File: src/rtl/mem_arb_pkg.sv
// Shared types and constants for the two-port memory arbiter with zero-fill sequencer.
package mem_arb_pkg;

    localparam int unsigned DEPTH_DEFAULT = 1024;
    localparam int unsigned NPORTS        = 2;
    localparam int unsigned PORT_INSTR    = 0;
    localparam int unsigned PORT_DATA     = 1;

    typedef enum logic [0:0] {
        CLEAR = 1'b0,
        IDLE  = 1'b1
    } state_e;

    // One requester's access as presented to the RAM
    typedef struct packed {
        logic        we;
        logic [3:0]  be;
        logic [31:0] addr;
        logic [31:0] wdata;
    } mem_req_t;

endpackage

File: src/rtl/mem_arb_clear_if.sv
// Requester-side bus of mem_arb_clear: two Ibex-style request/grant/response ports.
interface mem_arb_clear_if;
    import mem_arb_pkg::*;

    logic [NPORTS-1:0]        req_i;
    logic [NPORTS-1:0]        we_i;
    logic [NPORTS-1:0][3:0]   be_i;
    logic [NPORTS-1:0][31:0]  addr_i;
    logic [NPORTS-1:0][31:0]  wdata_i;
    logic [NPORTS-1:0]        gnt_o;
    logic [NPORTS-1:0]        rvalid_o;
    logic [31:0]              rdata_o;

    modport master (
        output req_i, we_i, be_i, addr_i, wdata_i,
        input  gnt_o, rvalid_o, rdata_o
    );

    modport slave (
        input  req_i, we_i, be_i, addr_i, wdata_i,
        output gnt_o, rvalid_o, rdata_o
    );

endinterface

File: src/rtl/rr_arb2.sv
// Two-input round-robin arbiter; last_i names the port that won most recently.
module rr_arb2 (
    input  logic [1:0] req_i,
    input  logic       last_i,
    input  logic       en_i,
    output logic [1:0] gnt_o
);

    assign gnt_o[0] = en_i & req_i[0] & (~req_i[1] | last_i);
    assign gnt_o[1] = en_i & req_i[1] & (~req_i[0] | ~last_i);

endmodule

File: src/rtl/mem_arb_clear.sv
// Single-port RAM controller: round-robin between fetch and data ports, plus a
// zero-fill sequencer that clears every word after reset and on clear_i.
module mem_arb_clear
    import mem_arb_pkg::*;
#(
    parameter int unsigned DEPTH = DEPTH_DEFAULT,
    parameter int unsigned AW    = $clog2(DEPTH)
) (
    input  logic              clk,
    input  logic              resetn,
    mem_arb_clear_if.slave    bus,
    input  logic              clear_i,
    output logic              busy_o,
    output logic              mem_en_o,
    output logic              mem_we_o,
    output logic [3:0]        mem_be_o,
    output logic [AW-1:0]     mem_addr_o,
    output logic [31:0]       mem_wdata_o,
    input  logic [31:0]       mem_rdata_i
);

    localparam logic [0:0] S_CLEAR = 1'(CLEAR);
    localparam logic [0:0] S_IDLE  = 1'(IDLE);

    logic [0:0]    state_q, state_d;
    logic [AW-1:0] clr_addr_q, clr_addr_d;
    logic          last_q, last_d;
    logic          run_q;
    logic [1:0]    rvalid_q;
    logic          arb_en;
    logic [1:0]    gnt;
    logic          win_idx;
    mem_req_t      win;
    logic          unused_addr_bits;

    assign arb_en = (state_q == S_IDLE) && !clear_i;

    rr_arb2 u_arb (
        .req_i  (bus.req_i),
        .last_i (last_q),
        .en_i   (arb_en),
        .gnt_o  (gnt)
    );

    assign win_idx   = gnt[PORT_DATA];
    assign win.we    = bus.we_i[win_idx];
    assign win.be    = bus.be_i[win_idx];
    assign win.addr  = bus.addr_i[win_idx];
    assign win.wdata = bus.wdata_i[win_idx];

    // Only the word-address bits reach the RAM
    assign unused_addr_bits = ^{win.addr[31:AW+2], win.addr[1:0]};

    // Next state and RAM drive
    always_comb begin
        state_d     = state_q;
        clr_addr_d  = clr_addr_q;
        last_d      = last_q;
        mem_en_o    = 1'b0;
        mem_we_o    = 1'b0;
        mem_be_o    = 4'h0;
        mem_addr_o  = '0;
        mem_wdata_o = 32'h0;
        case (state_q)
            S_CLEAR: begin
                // run_q holds off the first write until one edge after reset release
                if (run_q) begin
                    mem_en_o   = 1'b1;
                    mem_we_o   = 1'b1;
                    mem_be_o   = 4'hF;
                    mem_addr_o = clr_addr_q;
                    if (clr_addr_q == AW'(DEPTH - 1)) begin
                        clr_addr_d = '0;
                        state_d    = S_IDLE;
                    end else begin
                        clr_addr_d = clr_addr_q + AW'(1);
                    end
                end
            end
            default: begin
                if (clear_i) begin
                    state_d = S_CLEAR;
                end else if (|gnt) begin
                    mem_en_o    = 1'b1;
                    mem_we_o    = win.we;
                    mem_be_o    = win.be;
                    mem_addr_o  = win.addr[AW+1:2];
                    mem_wdata_o = win.wdata;
                    last_d      = win_idx;
                end
            end
        endcase
    end

    always_ff @(posedge clk or negedge resetn) begin
        if (!resetn) begin
            state_q    <= S_CLEAR;
            clr_addr_q <= '0;
            last_q     <= 1'b1;
            run_q      <= 1'b0;
            rvalid_q   <= 2'b00;
        end else begin
            state_q    <= state_d;
            clr_addr_q <= clr_addr_d;
            last_q     <= last_d;
            run_q      <= 1'b1;
            rvalid_q   <= gnt;
        end
    end

    assign busy_o       = (state_q == S_CLEAR);
    assign bus.gnt_o    = gnt;
    assign bus.rvalid_o = rvalid_q;
    assign bus.rdata_o  = mem_rdata_i;

endmodule

File: src/flat_wrapper.sv
// flat-port wrapper written by rule: the top's interface ports become plain ports
module mem_arb_clear_flat import mem_arb_pkg::*;
#(
    parameter int unsigned DEPTH = DEPTH_DEFAULT,
    parameter int unsigned AW    = $clog2(DEPTH)
)
  (clk, resetn, clear_i, busy_o, mem_en_o, mem_we_o, mem_be_o, mem_addr_o, mem_wdata_o, mem_rdata_i, bus_req_i, bus_we_i, bus_be_i, bus_addr_i, bus_wdata_i, bus_gnt_o, bus_rvalid_o, bus_rdata_o);
  mem_arb_clear_if bus_i ();
  input  logic clk;
  input  logic resetn;
  input  logic clear_i;
  output logic busy_o;
  output logic mem_en_o;
  output logic mem_we_o;
  output logic [3:0] mem_be_o;
  output logic [AW-1:0] mem_addr_o;
  output logic [31:0] mem_wdata_o;
  input  logic [31:0] mem_rdata_i;
  input wire logic [$bits(bus_i.req_i)-1:0] bus_req_i;
  input wire logic [$bits(bus_i.we_i)-1:0] bus_we_i;
  input wire logic [$bits(bus_i.be_i)-1:0] bus_be_i;
  input wire logic [$bits(bus_i.addr_i)-1:0] bus_addr_i;
  input wire logic [$bits(bus_i.wdata_i)-1:0] bus_wdata_i;
  output wire logic [$bits(bus_i.gnt_o)-1:0] bus_gnt_o;
  output wire logic [$bits(bus_i.rvalid_o)-1:0] bus_rvalid_o;
  output wire logic [$bits(bus_i.rdata_o)-1:0] bus_rdata_o;
  assign bus_i.req_i = bus_req_i;
  assign bus_i.we_i = bus_we_i;
  assign bus_i.be_i = bus_be_i;
  assign bus_i.addr_i = bus_addr_i;
  assign bus_i.wdata_i = bus_wdata_i;
  assign bus_gnt_o = bus_i.gnt_o;
  assign bus_rvalid_o = bus_i.rvalid_o;
  assign bus_rdata_o = bus_i.rdata_o;
  mem_arb_clear #(.DEPTH(DEPTH), .AW(AW)) u_core (.clk(clk), .resetn(resetn), .bus(bus_i), .clear_i(clear_i), .busy_o(busy_o), .mem_en_o(mem_en_o), .mem_we_o(mem_we_o), .mem_be_o(mem_be_o), .mem_addr_o(mem_addr_o), .mem_wdata_o(mem_wdata_o), .mem_rdata_i(mem_rdata_i));
endmodule
File: config.mk
export PLATFORM = sky130hd
export DESIGN_NAME = mem_arb_clear_flat
export DESIGN_NICKNAME = d
export VERILOG_FILES = /design/src/rtl/mem_arb_pkg.sv /design/src/rtl/mem_arb_clear_if.sv /design/src/rtl/rr_arb2.sv /design/src/rtl/mem_arb_clear.sv /design/src/flat_wrapper.sv
export SDC_FILE = /design/constraint.sdc
export NUM_CORES = 1
export LEC_CHECK = 0
export CAP_MARGIN = 20
export CORE_AREA = 2 2 100 102
export CTS_CLUSTER_DIAMETER = 60
export CTS_CLUSTER_SIZE = 8
export DETAILED_ROUTE_END_ITERATION = 16
export DIE_AREA = 0 0 102 104
export SKIP_LAST_GASP = 1
export SYNTH_ARGS = -nofsm -noshare
export SYNTH_HDL_FRONTEND = slang
export SYNTH_SLANG_ARGS = --single-unit
File: constraint.sdc
create_clock -name clk -period 2.5 [get_ports clk]
set_input_delay 0.375 -clock clk [delete_from_list [all_inputs] [get_ports clk]]
set_output_delay 0.375 -clock clk [all_outputs]
set_load 0.005 [all_outputs]
==> flow_summary.ini, run 1 <==
[status]
status = finished, violations left
violations = negative setup slack

[floorplanning]
initial_utilization = 0.157
die_height_um = 104
core_area_um2 = 9550
die_area_um2 = 10600
die_w_um = 102
fp-row-count = 36
ios = 260

[placement]
dp_cells = 420
io_buffers = 151
place_area_um2 = 2980
hpwl_um = 5240
place_congestion = 0.838

[synth]
seq_area_frac_synth = 0.251
yosysWarnings = 0
syn_area_um2 = 1500
synthArstFlopShare = 1.00
yosys_most_used_dff = dfrtp_1
ys_ff_latch = 15
synth_edf_count = 0
synthCells = 170
synth.net_count = 346
avgSynthCellArea_um2 = 8.81
yosysUniqueCellTypes = 31

[worst_setup_path]
rrSetupSlack_ns = 0.96
critPathTopFamily = buffers and inverters
rr_endpoint = u_core.clr_addr_q[8]
rr_worst_depth = 5
critPathBufInv = 4
max_stage_delay_ns = 0.45
path_class = primary input to output pin
cp.required_ns = 2.12
path_cells = clkdlybuf4s50_1 -> and2b_4 -> nand2_2 -> a21oi_4 -> buf_4 -> buf_4 -> a221o_1 -> clkdlybuf4s50_1
r2r-start = u_core.clr_addr_q[0]
cp-start-kind = primary input
cp-end-kind = output pin
cp_slowest_cell = clkdlybuf4s50_1
crit_fanout = 11
cp.arrival_ns = 2.28

[cts]
cts_sinks = 15
cts_inserted_buffers = 3
insertion_delay_ns = 0.25
ctsHoldBuffers = 0
cts_max_level = 1
clk_pin_slew_ns = 0.06
cts_tree = built
cts_max_path_buffers = 2
cts-root-buf = clkbuf_8

[cells_and_area]
fin_nets = 480
stdcell_count = 436
antenna-diode-count = 0
final_util = 0.342
design_area_um2 = 3270
areaGrowthSynthToFinish_pct = 118
drive_gt1_frac = 0.106

[sta]
hold_violations = 0
max_freq_ghz = 0.377
period_minus_slack_ns = 2.65
tightest_slew_ns = 0.715
setup_viol = 20
setup_slack_ns = -0.150
skew_ns = 0.00199
timing.final.crit_share = 1.06
rsz0062_at_grt = yes
drv_slew = 0
timing.slew.headroom = 0.522

[drt]
wl_met2_um = 3430
top_layer_used = met4
wl_met3_um = 605
wl_met1_um = 2820
drc = 0
drt-wirelength-per-cell_um = 16.0
viasPerCell = 4.21
wl_um = 6960
num_vias = 1835
first_iter_violations = 65
drt-pass1-iter-count = 4
drt.antenna.violating_nets = 0

[flow_run]
maxCapViolations = 0

[hold_path]
whs_path_depth = 1
hp-class = register to register
min_to = u_core.clr_addr_q[8]
min-delay-start = u_core.clr_addr_q[8]

[pwr]
power.leakage_nw = 1.72
ir_worst_vdd_mv = 0.174
powerDensity_nw_per_um2 = 265

[grt]
grt_pass1_vias = 1737
gr-total-overflow = 0
grt_max_degree = 26
antenna_found_initial = 0
grtUsageTotal = 0.109
grt_pass1_wl_um = 9130
-- sequential cells by signal, indices dropped and copies added, names as in the netlist --
name / count
u_core.state_q: 1
u_core.last_q: 1
u_core.run_q: 1
u_core.bus.rvalid_o: 2
u_core.clr_addr_q: 10
-- worst register-to-register path, cell delays in order, from the launching register on --
cell and delay (ns):
dfrtp_1 0.45, ha_1 0.22, nand4_1 0.19, nor2_1 0.30, nand3_1 0.13, xnor2_1 0.13
-- layout make-up --
class                   count  area (um2)
well taps                 133         166
repair buffers            173        1850
flip-flops and latches     15         377
inverters                   4        15.0
fillers                   984        6280
multi-input cells         107         815
clock buffers               4        45.0
-- where the power goes --
part / internal [W] / switching, W
Sequential: 0.000282 / 0.0000558
Clock: 0.000113 / 0.0000867
Combinational: 0.000236 / 0.0000933
-- cell usage after synthesis (all sizes together) (4+ instances only) --
cell / n / area (um2)
a21oi: 5 / 32.5
inv: 4 / 15.0
a22o: 33 / 289
and2: 9 / 56.3
a221o: 15 / 150
nor2: 6 / 22.5
nand2: 8 / 30.0
buf: 42 / 304
dfrtp: 14 / 350
nand4: 5 / 31.3
-- cell usage in the layout, fill, tap and decap left out, types with 4 or more instances in the layout --
| cell | count |
|---|---|
| dlymetal6s2s_1 | 24 |
| inv_1 | 4 |
| a22o_1 | 33 |
| and2_1 | 9 |
| clkbuf_16 | 4 |
| nand2_1 | 6 |
| nand4_1 | 5 |
| a221o_1 | 15 |
| dlygate4sd2_1 | 5 |
| nor2_1 | 6 |
| dfrtp_1 | 14 |
| buf_4 | 11 |
| clkdlybuf4s50_1 | 121 |
-- worst max-delay path by stage --
stage	cells after the start	end	slack, ns	startpoint
final	8	mem_we_o	-0.15	clear_i
after global routing	8	mem_addr_o[2]	-0.20	clear_i
after CTS	7	mem_wdata_o[1]	-0.15	clear_i
after detailed placement	7	mem_wdata_o[31]	-0.15	clear_i
after global placement	7	mem_wdata_o[31]	-0.17	clear_i
after floorplan	6	mem_wdata_o[12]	0.86	clear_i
-- per-stage QoR --
step	setup WS (ns)	TNS (ns)	power (W)	hold slack (ns)
after floorplan	0.859	0	0.000476	0.0794
after global placement	-0.168	-4.92	0.000674	0.501
after detailed placement	-0.153	-4.67	0.000679	0.509
after global routing	-0.198	-3.06	0.000919	0.552
after CTS	-0.154	-4.04	0.000878	0.521
final	-0.150	-1.99	0.000868	0.518
-- cells by family after synthesis --
kind of cell | Yosys count | synth area share
compound gates | 61 | 0.350
buf+inv | 48 | 0.218
simple gates | 39 | 0.140
flops | 15 | 0.251
xor+xnor | 5 | 0.0292
fa+ha+maj | 1 | 0.00835
other cells | 1 | 0.00250
-- routing by layer --
layer | vias to the layer above | global-route usage
li1 | 878 | -
met1 | 860 | 0.130
met2 | 84 | 0.198
met3 | 13 | 0.0188
met4 | 0 | 0.0324
met5 | - | 0
-- repair_timing --
action                                  CTS  global route
resized for setup                         7            32
setup buffers                             1             7
pin swaps                                 0             0
endpoints found under the setup margin   48            45
cloned                                    0             4
Note: power is estimated with default switching activity, not from simulation.
==> inputs of run 2 (changes only) <==
--- a/config.mk
+++ b/config.mk
@@ -6,12 +6,13 @@
 export NUM_CORES = 1
 export LEC_CHECK = 0
 export CAP_MARGIN = 20
-export CORE_AREA = 2 2 100 102
-export CTS_CLUSTER_DIAMETER = 60
+export CORE_AREA = 2 2 102 104
+export CTS_CLUSTER_DIAMETER = 120
 export CTS_CLUSTER_SIZE = 8
 export DETAILED_ROUTE_END_ITERATION = 16
-export DIE_AREA = 0 0 102 104
+export DIE_AREA = 0 0 104 106
 export SKIP_LAST_GASP = 1
 export SYNTH_ARGS = -nofsm -noshare
 export SYNTH_HDL_FRONTEND = slang
+export SYNTH_HIERARCHICAL = 1
 export SYNTH_SLANG_ARGS = --single-unit
==> flow_summary.ini, run 2 <==
[status]
status = finished, final reports clean

[cts]
cts_max_level = 1
clk_pin_slew_ns = 0.06
cts_tree = built
cts_sinks = 15
insertion_delay_ns = 0.24
cts-root-buf = clkbuf_8
cts_max_path_buffers = 2
cts_inserted_buffers = 3

[grt]
antenna_found_initial = 0
grt_pass1_vias = 2261
grtUsageTotal = 0.126
grt_max_degree = 16
grt_pass1_wl_um = 11100
gr-total-overflow = 0

[cells_and_area]
n_fill_cell = 1079
fin_nets = 547
seq_area_um2 = 377
design_area_um2 = 3660
stdcell_count = 506
final_common_cell = clkdlybuf4s50_1
antenna-diode-count = 0
final_util = 0.366
layout_common_cells = clkdlybuf4s50_1, mux2i_1, nor2_1
largest_reg_flops = 10
drive_gt1_frac = 0.189
multiInputGateArea_um2 = 1090
areaGrowthSynthToFinish_pct = 114
top_register = u_core/clr_addr_q

[worst_setup_path]
max_stage_delay_ns = 0.50
critPathBufInv = 5
critPathTopFamily = buffers and inverters
path_cells = clkdlybuf4s50_1 -> buf_4 -> a21oi_4 -> buf_4 -> o21ai_4 -> buf_12 -> nor2_1 -> clkdlybuf4s50_1
cp.arrival_ns = 2.09
path_class = primary input to output pin
cp.required_ns = 2.12
cp_slowest_cell = clkdlybuf4s50_1
cp-start-kind = primary input
cp-end-kind = output pin
crit_fanout = 10

[flow_run]
maxCapViolations = 0

[synth]
synthTopCellsByArea = mux2i_1, dfrtp_1, buf_4, nor2_1, o21ai_0
seq_area_frac_synth = 0.221
synth_common_cells = mux2i_1, buf_4, nor2_1
synth.top_cell.area_share = 0.217
avgSynthCellArea_um2 = 7.80
synthArstFlopShare = 1.00
yosysWarnings = 6
yosys_most_used_dff = dfrtp_1
synthCells = 219
yosysTopAreaCell = mux2i_1
yosysUniqueCellTypes = 35
syn_area_um2 = 1710
ys_ff_latch = 15
synth.net_count = 395
synth_most_common_cell = mux2i_1
synth_edf_count = 0

[sta]
tightest_slew_ns = 0.686
skew_ns = 0.00211
timing.final.crit_share = 0.987
hold_violations = 0
setup_viol = 0
drv_slew = 0
rsz0062_at_grt = yes
period_minus_slack_ns = 2.47
max_freq_ghz = 0.405
timing.slew.headroom = 0.541

[pwr]
powerDensity_nw_per_um2 = 244
power_w = 0.000893
power.leakage_nw = 1.69
ir_worst_vdd_mv = 0.170

[drt]
drt-pass1-iter-count = 4
first_iter_violations = 58
viasPerCell = 4.18
drt-wirelength-per-cell_um = 14.7
wl_um = 7440
num_vias = 2115
drc = 0
drt.antenna.violating_nets = 0

[floorplanning]
die_height_um = 106
initial_utilization = 0.171
die_w_um = 104
ios = 260
die_area_um2 = 11000
core_area_um2 = 10000
fp-row-count = 37

[placement]
io_buffers = 151
place_congestion = 0.796
dp_cells = 472
hpwl_um = 5310
place_area_um2 = 3220

[hold_path]
hp-class = register to register
-- run 2: cell types whose count changed in the layout (fill, tap and decap cells not counted), sizes merged, moves of 11 or more --
cell / change
a221o: -15
a22o: -32
buf: +27
clkdlybuf4s50: -18
dlygate4sd2: +22
dlymetal6s2s: -11
mux2i: +37
nand2: +12
nor2: +26
o21ai: +17
-- run 2: worst paths after layout --
path / start / to / slack [ns] / cells past startpoint
max in group asynchronous: resetn / u_core/bus.rvalid_o[0] / 1.52 / 1
min in group asynchronous: resetn / u_core/clr_addr_q[8] / 0.55 / 1
worst max-delay path: bus_req_i[0] / mem_wdata_o[18] / 0.03 / 8
worst min-delay path: u_core/clr_addr_q[9] / u_core/clr_addr_q[9] / 0.52 / 1
worst max register to register: u_core/state_q / u_core/state_q / 0.76 / 4
worst min register to register: u_core/clr_addr_q[9] / u_core/clr_addr_q[9] / 0.52 / 1
-- run 2: layout make-up --
class | instances | area share
repair buffers | 193 | 0.537
multi-input cells | 155 | 0.297
flip-flops and latches | 15 | 0.103
well taps | 136 | 0.0465
clock buffers | 4 | 0.0123
inverters | 3 | 0.00376
-- run 2: what timing repair did --
action,in CTS,in global routing
setup buffers,16,11
cloned,5,0
pin swaps,4,3
setup endpoints to repair,49,43
resized for setup,77,24
hold buffers,0,0
-- run 2: report_power, final --
part / internal (W) / total [W] / leakage, nW / switching, W
Sequential: 0.000283 / 0.000359 / 0.195 / 0.0000761
Clock: 0.000113 / 0.000194 / 0.0228 / 0.0000810
Combinational: 0.000222 / 0.000340 / 1.48 / 0.000118
-- run 2: through the flow --
step                setup TNS [ns]  hold WS, ns  worst slack (ns)
finish                           0        0.523            0.0332
detailed placement          -15.01        0.515            -0.433
CTS                          -2.63        0.527            -0.149
global placement            -14.20        0.488            -0.373
floorplan                        0       0.0794             0.320
global route               -0.0506        0.534           -0.0283
-- run 2: logic make-up (layout without fill, tap and decap cells) --
| logic type | Yosys count | in the layout | synth area share |
|---|---|---|---|
| other | 1 | 1 | 0.00220 |
| muxes | 37 | 37 | 0.217 |
| AOI/OAI and AO/OA | 40 | 40 | 0.142 |
| DFF | 15 | 15 | 0.221 |
| xor gates and xnor gates | 4 | 4 | 0.0205 |
| buffers and inverters | 49 | 200 | 0.185 |
| and+or+nand+nor | 72 | 72 | 0.206 |
| adders and majority gates | 1 | 1 | 0.00732 |
-- run 2: metal layers --
| metal | global-route usage | routed length (um) |
|---|---|---|
| met1 | 0.133 | 2770 |
| met2 | 0.247 | 4020 |
| met4 | 0.0434 | 211 |
| met5 | 0 | 0 |
| met3 | 0.0227 | 451 |
==> inputs of run 3 (changes only) <==
--- a/config.mk
+++ b/config.mk
@@ -11,6 +11,8 @@
 export CTS_CLUSTER_SIZE = 8
 export DETAILED_ROUTE_END_ITERATION = 16
 export DIE_AREA = 0 0 104 106
+export PLACE_DENSITY_LB_ADDON = 0.2
+export SETUP_SLACK_MARGIN = 0.02
 export SKIP_LAST_GASP = 1
 export SYNTH_ARGS = -nofsm -noshare
 export SYNTH_HDL_FRONTEND = slang
==> flow_summary.ini, run 3 (synthesis results as in run 2) <==
[placement]
hpwl_um = 5250
dp_cells = 482
place_ws_ns = -0.351
place_congestion = 0.720
io_buffers = 151

[pwr]
power_w = 0.000907
ir_worst_vdd_mv = 0.149
power.leakage_nw = 1.50
powerDensity_nw_per_um2 = 255

[cts]
cts_sinks = 15
cts_max_path_buffers = 2
cts-root-buf = clkbuf_8
cts_tree = built
cts_max_level = 1
insertion_delay_ns = 0.26
cts_inserted_buffers = 3
ctsHoldBuffers = 0
clk_pin_slew_ns = 0.07

[drt]
wl_met2_um = 3550
drt-pass1-iter-count = 4
drt.antenna.violating_nets = 0
viasPerCell = 4.12
first_iter_violations = 35
wl_met3_um = 448
wl_met1_um = 2580
drc = 0
num_vias = 2069
wl_um = 6710
drt-wirelength-per-cell_um = 13.4
top_layer_used = met4

[worst_setup_path]
cp-start-kind = register
crit_fanout = 16
cp.required_ns = 2.12
path_class = register to output pin
cp.arrival_ns = 2.06
cp-end-kind = output pin

[sta]
skew_ns = 0.00486
tightest_slew_ns = 0.713
period_minus_slack_ns = 2.44
hold_slack_ns = 0.525
rsz0062_at_grt = yes
setup_viol = 0
drv_slew = 0
timing.slew.headroom = 0.523
setup_slack_ns = 0.0606
max_freq_ghz = 0.410
hold_violations = 0
timing.final.crit_share = 0.976

[status]
status = finished, final reports clean

[floorplanning]
die_area_um2 = 11000
initial_utilization = 0.171
die_w_um = 104
ios = 260
die_height_um = 106
fp-row-count = 37
core_area_um2 = 10000

[grt]
grt_pass1_wl_um = 10800
antenna_found_initial = 0
grtUsageTotal = 0.120
grt_max_degree = 17
grt_pass1_vias = 2199
gr-total-overflow = 0

[cells_and_area]
areaGrowthSynthToFinish_pct = 109
antenna-diode-count = 0
final_common_cell = clkdlybuf4s50_1
multiInputGateArea_um2 = 1050
top_register = u_core/clr_addr_q
largest_reg_flops = 10
drive_gt1_frac = 0.189
n_fill_cell = 1119
fin_nets = 543
final_util = 0.356
seq_area_um2 = 377
layout_common_cells = clkdlybuf4s50_1, mux2i_1, nor2_1
stdcell_count = 502

[hold_path]
hp-class = register to register

[flow_run]
maxCapViolations = 0
-- run 3: layout make-up --
class,count,area share
clock inverters,1,0.00140
flip-flops and latches,15,0.106
well taps,136,0.0477
repair buffers,189,0.536
clock buffers,3,0.0116
inverters,3,0.00386
multi-input cells,155,0.294
-- run 3: power by group --
| part | internal [W] | switching [W] | total, W |
|---|---|---|---|
| logic | 0.000229 | 0.000117 | 0.000346 |
| registers | 0.000283 | 0.0000744 | 0.000357 |
| clock network | 0.000111 | 0.0000933 | 0.000204 |
| total | 0.000623 | 0.000285 | 0.000907 |
-- run 3: worst paths after layout --
kind / slack, ns / startpoint / to / cells after the start
worst max register to register: 0.77 / u_core/state_q / u_core/state_q / 4
worst max-delay path: 0.06 / u_core/last_q / mem_wdata_o[17] / 7
worst min register to register: 0.53 / u_core/clr_addr_q[9] / u_core/clr_addr_q[9] / 1
worst min-delay path: 0.53 / u_core/clr_addr_q[9] / u_core/clr_addr_q[9] / 1
max in group asynchronous: 1.50 / resetn / u_core/clr_addr_q[9] / 1
min in group asynchronous: 0.54 / resetn / u_core/bus.rvalid_o[0] / 1
-- run 3: repair_timing --
action                                  4_1_cts  5_1_grt
resized for setup                           100        6
buffers inserted                             13        2
endpoints found under the setup margin       49       23
pin swaps                                     0        0
cloned                                        2        0
-- run 3: per-layer routing --
layer,up-vias,GRT usage
met3,17,0.0276
li1,1018,-
met4,0,0.0415
met1,937,0.132
met5,-,0
met2,97,0.225
-- run 3: critical path, stage by stage (launching register included) --
cell             delay [ns]
dfstp_2                0.57
inv_1                  0.06
a21oi_2                0.14
buf_4                  0.13
o21ai_2                0.10
buf_12                 0.18
nor2_1                 0.10
clkdlybuf4s50_1        0.52
-- run 3: through the flow --
| step | area [um2] | setup TNS, ns |
|---|---|---|
| 2_1_floorplan | 1710 | 0 |
| 3_3_place_gp | 3320 | -13.80 |
| 3_5_place_dp | 3320 | -13.16 |
| 4_1_cts | 3550 | -0.0255 |
| 5_1_grt | 3560 | -0.131 |
| 6_report | 3560 | 0 |
